## config.mk

```make
export PLATFORM = sky130hd
export DESIGN_NAME = refill_arbiter
export DESIGN_NICKNAME = d
export VERILOG_FILES = /design/src/rtl/refill_arbiter.sv
export SDC_FILE = /design/constraint.sdc
export NUM_CORES = 1
export LEC_CHECK = 0
export CAP_MARGIN = 5
export CORE_AREA = 2 2 357 359
export CTS_BUF_LIST = sky130_fd_sc_hd__clkbuf_8 sky130_fd_sc_hd__clkbuf_16
export DETAILED_ROUTE_END_ITERATION = 7
export DIE_AREA = 0 0 359 361
export GPL_TIMING_DRIVEN = 0
export PLACE_DENSITY = 0.43
export SLEW_MARGIN = 30
export SYNTH_ARGS = -nofsm -noshare
export SYNTH_HDL_FRONTEND = slang
export SYNTH_SLANG_ARGS = --single-unit
```

## constraint.sdc

```tcl
create_clock -name clk_i -period 9.6 [get_ports clk_i]
set_input_delay 2.88 -clock clk_i [delete_from_list [all_inputs] [get_ports clk_i]]
set_output_delay 2.88 -clock clk_i [all_outputs]
set_load 0.02 [all_outputs]
```

## src/rtl/refill_arbiter.sv

```systemverilog
// refill_arbiter: round-robin share of one L2 refill port across tile I-cache refill interfaces.
// Optional REFILL_ARBITER_PERF_CNT_EN adds busy/stall cycle counters.
module refill_arbiter #(
  parameter int NumTiles  = 16,
  parameter int AddrWidth = 32,
  parameter int LineWidth = 128,
  parameter int LenWidth  = 3
) (
  input  logic                                clk_i,
  input  logic                                rst_i,
  input  logic [NumTiles-1:0]                 refill_qvalid_i,
  input  logic [NumTiles-1:0][AddrWidth-1:0]  refill_qaddr_i,
  input  logic [NumTiles-1:0][LenWidth-1:0]   refill_qlen_i,
  output logic [NumTiles-1:0]                 refill_qready_o,
  output logic [LineWidth-1:0]                refill_pdata_o,
  output logic [NumTiles-1:0]                 refill_pvalid_o,
  output logic                                refill_plast_o,
  input  logic [NumTiles-1:0]                 refill_pready_i,
  output logic                                mem_req_o,
  output logic [AddrWidth-1:0]                mem_addr_o,
  input  logic                                mem_gnt_i,
  input  logic                                mem_rvalid_i,
  input  logic [LineWidth-1:0]                mem_rdata_i
`ifdef REFILL_ARBITER_PERF_CNT_EN
  ,
  output logic [31:0]                         busy_cycles_o,
  output logic [31:0]                         stall_cycles_o
`endif
);
  localparam int IdxW = $clog2(NumTiles);
  localparam int OffW = $clog2(LineWidth / 8);
  localparam logic [NumTiles-1:0] One = NumTiles'(1);
  typedef enum logic [1:0] {IDLE, READ, WAIT, RESP} state_t;
  state_t state;
  logic [IdxW-1:0] rr_ptr, idx, sel, j;
  logic found;
  logic [AddrWidth-1:0] cur_addr;
  logic [LenWidth-1:0] remaining;
  logic [LineWidth-1:0] pdata;
  // first requester at or above rr_ptr, wrapping at NumTiles
  always_comb begin
    found = 1'b0;
    sel = '0;
    j = '0;
    for (int i = 0; i < NumTiles; i++) begin
      j = IdxW'((int'(rr_ptr) + i) % NumTiles);
      if (!found && refill_qvalid_i[j]) begin
        found = 1'b1;
        sel = j;
      end
    end
  end
  assign refill_qready_o = (state == IDLE && found && !rst_i) ? One << sel : '0;
  assign refill_pvalid_o = (state == RESP) ? One << idx : '0;
  assign refill_plast_o  = state == RESP && remaining == '0;
  assign refill_pdata_o  = pdata;
  assign mem_req_o       = state == READ;
  assign mem_addr_o      = cur_addr;
  always_ff @(posedge clk_i) begin
    if (rst_i) begin
      state     <= IDLE;
      rr_ptr    <= '0;
      idx       <= '0;
      cur_addr  <= '0;
      remaining <= '0;
      pdata     <= '0;
    end else begin
      case (state)
        IDLE: if (found) begin
          idx       <= sel;
          cur_addr  <= (refill_qaddr_i[sel] >> OffW) << OffW;
          remaining <= refill_qlen_i[sel];
          rr_ptr    <= (sel == IdxW'(NumTiles - 1)) ? '0 : sel + 1'b1;
          state     <= READ;
        end
        READ: if (mem_gnt_i) state <= WAIT;
        WAIT: if (mem_rvalid_i) begin
          pdata <= mem_rdata_i;
          state <= RESP;
        end
        RESP: if (refill_pready_i[idx]) begin
          if (remaining == '0) state <= IDLE;
          else begin
            remaining <= remaining - 1'b1;
            cur_addr  <= cur_addr + AddrWidth'(LineWidth / 8);
            state     <= READ;
          end
        end
        default: state <= IDLE;
      endcase
    end
  end
`ifdef REFILL_ARBITER_PERF_CNT_EN
  logic [NumTiles-1:0] others;
  assign others = refill_qvalid_i & ~(One << idx);
  always_ff @(posedge clk_i) begin
    if (rst_i) begin
      busy_cycles_o  <= '0;
      stall_cycles_o <= '0;
    end else begin
      if (state != IDLE && busy_cycles_o != '1) busy_cycles_o <= busy_cycles_o + 1'b1;
      if (state != IDLE && others != '0 && stall_cycles_o != '1) stall_cycles_o <= stall_cycles_o + 1'b1;
    end
  end
`endif
endmodule

```

==> results.txt <==
The H-tree generated during clock tree synthesis spans 4 levels. The pin slew with the least headroom to its limit was 1200 ps; the number of filler cells placed in the layout was 14000. The design draws 0.0104 W. In this run the clock root is driven by a clkbuf_16. Counting flops with a built-in enable in the synthesized netlist gives 0.

The run finished with clean final reports. In the synthesized netlist the dominant register cell turns out to be dfxtp_1. The power share of the sequential group is 0.093, and the die area is 130000 µm². The run gives 0 ps as the setup total negative slack.

Port buffer count: 849. After detailed routing, the number of remaining DRC violations is 0. Power spread over the standard cell area amounts to 391 nW/µm². The detailed router placed 19200 vias in this run. The combinational cell fraction of total power came out at 0.831.

The cell type of the slowest stage on the worst timing path was mux4_2. Critical setup path kind: primary input to output port. The largest area contributor in the synthesized netlist was dfxtp_1.

The net load switching power was 0.00612 W; the clock share of power was 0.076. The footprint of the multi-input gates was 10500 µm². The critical path goes through clkdlybuf4s15_2, mux4_2, mux4_2, inv_2, nand4_4, or4b_4, o21ai_0, a22oi_2, buf_4, buf_4, nor2_4, buf_12, and3_4, and2_1, clkdlybuf4s15_2. After clock tree synthesis, the clock-pin slew on the worst setup and hold paths is 70 ps. The fraction of the cycle the final worst path needs was 0.994. The async set-or-reset flop fraction in the synthesized netlist is 0.

The switching share of power was 0.591. The tools report the sequential cell area fraction in the yosys report as 0.233. For the worst-skew pair, the clock arrives at the later sink with an insertion delay of 520 ps. 918 I/O pins were placed. The run gives 25200 µm² as the instance area at placement.

Family with the most delay on the worst path: simple AND/OR/NAND/NOR gates. The max-cap violation count is 0. Buffer levels on the longest clock path: 2. The die is 361 µm tall. For this block, the initial DRC count from the detailed router was 1204. The area growth from synthesis to layout is 82.3%.

Vias per cell: 4.30. The internal power of the cells totals 0.00423 W. The normalized max-slew margin is 0.197, and the leakage power is 9.38 nW.

The worst-case IR drop observed on VDD is 220 µV. In this run the worst path has a maximum fanout of 10. Entering global routing, the biggest net connects 21 pins. The top cell types in the final layout, fill and taps aside, are clkdlybuf4s50_1, nand2_1, mux2i_1. The min-delay analysis places its worst path in the category flip-flop to flip-flop. STA puts the critical path data required time at 6720 ps. The initial core utilization is 0.116, and the flip-flop and latch area is 3380 µm². Synthesis handed over a netlist of 1884 instances.

The tools report the overall track demand over capacity in global routing as 0.188. TritonCTS created 17 clock buffers. The wire-length estimate of the detail-placed layout is 107000 µm. The first global-routing pass estimated 167000 µm of wire.

Sort of element at the end of the critical path: an output port. The share of Yosys cell area claimed by the top area cell type is 0.233, and the synthesis-stage register bit count is 169. The run gives 0.911 as the placer congestion estimate. Number of clock sinks: 169. A synthesized cell averages 7.71 µm².

After routing the design area is 26500 µm². The run gives 30 as the number of antenna violations at the first check in global routing. The worst path buffer plus inverter count was 6; the core region area was 125000 µm².

TritonCTS built the clock tree. Setup violations remaining at the end of the flow were counted as 0. For the final number of max-transition violations, the log shows 0. The proportion of layout cells with a drive suffix above 1 is 0.114. The utilization of the core after routing was 0.211. The number of failing hold endpoints at the final stage is 0, and the cell area after technology mapping is 14500 µm². The via count of the first global-routing pass is 19200, and the post-route minimum period is 9550 ps.

Yosys printed 0 warnings. Number of distinct library cell variants in the gate-level netlist after synthesis: 90. Across the routed clock network, the largest skew measured is 22.7 ps.

The count of nets left with antenna violations once routing finished came out at 0. The detailed-routing iteration count for the pre-antenna-repair pass came out at 5. The kind of launch point of the worst setup path was a primary input. Ranked by total cell area, the synthesized netlist is headed by dfxtp_1, mux2i_1, nand2_1, a21oi_1, mux4_2. Number of placement rows: 130.

Leaving out fill and tap cells, the most frequent cell in the layout is clkdlybuf4s50_1. The chip width works out to 359 µm. The overall overflow remaining after global route came out at 0. Signal arrival time at the worst endpoint: 6670 ps. The post-detailed-routing wire length came out at 126000 µm. For this run, the post-layout net count is 3547. The average wire length per cell after detail routing was 28.2 µm; the longest individual stage delay on the worst path was 570 ps. Timing would allow up to 0.105 GHz.
## cell type report
cell class                      instances  share of cell area
Timing Repair Buffer                  898               0.333
Clock buffer                           17              0.0161
Timing Repair inverter                  1            0.000331
Inverter                               25             0.00430
Clock inverter                         15             0.00752
Multi-Input combinational cell       1538               0.395
Tap cell                             1650              0.0780
Antenna cell                            8            0.000756
Sequential cell                       169               0.128
Buffer                                151              0.0367
## per-layer routing
layer | routed length, µm | vias up | global-route usage
met2 | 58900 | 994 | 0.312
met1 | 54500 | 9348 | 0.237
li1 | - | 8699 | -
met5 | 41 | - | 0
met4 | 4380 | 6 | 0.0669
met3 | 8250 | 182 | 0.0422
## stage by stage
| step | hold WS (ps) | setup WS, ps | instances |
|---|---|---|---|
| 2_1_floorplan | 442 | 390 | 1887 |
| 3_3_place_gp | 443 | -2550 | 4386 |
| 3_5_place_dp | 446 | -2230 | 4391 |
| 4_1_cts | 457 | -30.4 | 4458 |
| 5_1_grt | 468 | -1.24 | 4467 |
| 6_report | 456 | 53.9 | 4472 |
## power by group through the flow
stage	combinational (W)	sequential (W)	clock, W
2_1_floorplan	0.00421	0.00103	0
6_report	0.00860	0.000962	0.000791
4_1_cts	0.00855	0.000957	0.000833
3_5_place_dp	0.00800	0.000972	0
3_3_place_gp	0.00797	0.000971	0
5_1_grt	0.00903	0.000972	0.000848
## state kept, by name, summed over array words and instances, names as in the netlist
signal / cells
rr_ptr: 4
state: 2
refill_pdata_o: 128
remaining: 3
mem_addr_o: 28
idx: 4
## tightest hold or removal path: stages (launching register included)
cell,delay [ps]
dfxtp_1,310
nand2_1,50
a21oi_1,50
## kinds of logic after synthesis
kind of cell               count (synthesis)  share of synthesized area
adders and majority gates                 22                     0.0190
and+or+nand+nor                          749                      0.223
buffers and inverters                    180                     0.0658
xor gates and xnor gates                  19                     0.0125
DFF                                      169                      0.233
other                                      1                   0.000258
muxes                                    290                      0.237
AOI/OAI and AO/OA                        454                      0.210
## cells in the mapped netlist (all sizes together) (15+ instances only)
cell type,count
clkbuf,63
nor3,20
o211a,15
buf,92
dfxtp,169
mux4,37
nand3,69
nor2,95
a311oi,29
nand2,482
mux2,33
o21ai,60
mux2i,220
a31oi,19
a21oi,173
ha,22
inv,25
a32oi,24
a22oi,15
a211oi,34
## final timing paths
check,start,to,slack (ps),depth (start not counted)
hold / removal,refill_pdata_o[60],refill_pdata_o[60],460,2
setup / recovery,refill_qvalid_i[12],refill_qready_o[4],50,15
setup reg to reg,rr_ptr[1],mem_addr_o[24],2370,22
hold reg to reg,refill_pdata_o[60],refill_pdata_o[60],460,2
## what timing repair did
| item | CTS | global route |
|---|---|---|
| pin swaps | 15 | 7 |
| cloned | 2 | 0 |
| buffers inserted | 37 | 6 |
| gates resized for setup | 162 | 56 |
| setup endpoints to repair | 16 | 16 |
| hold buffers | 0 | 0 |
Power figures use the tool's default switching activity.
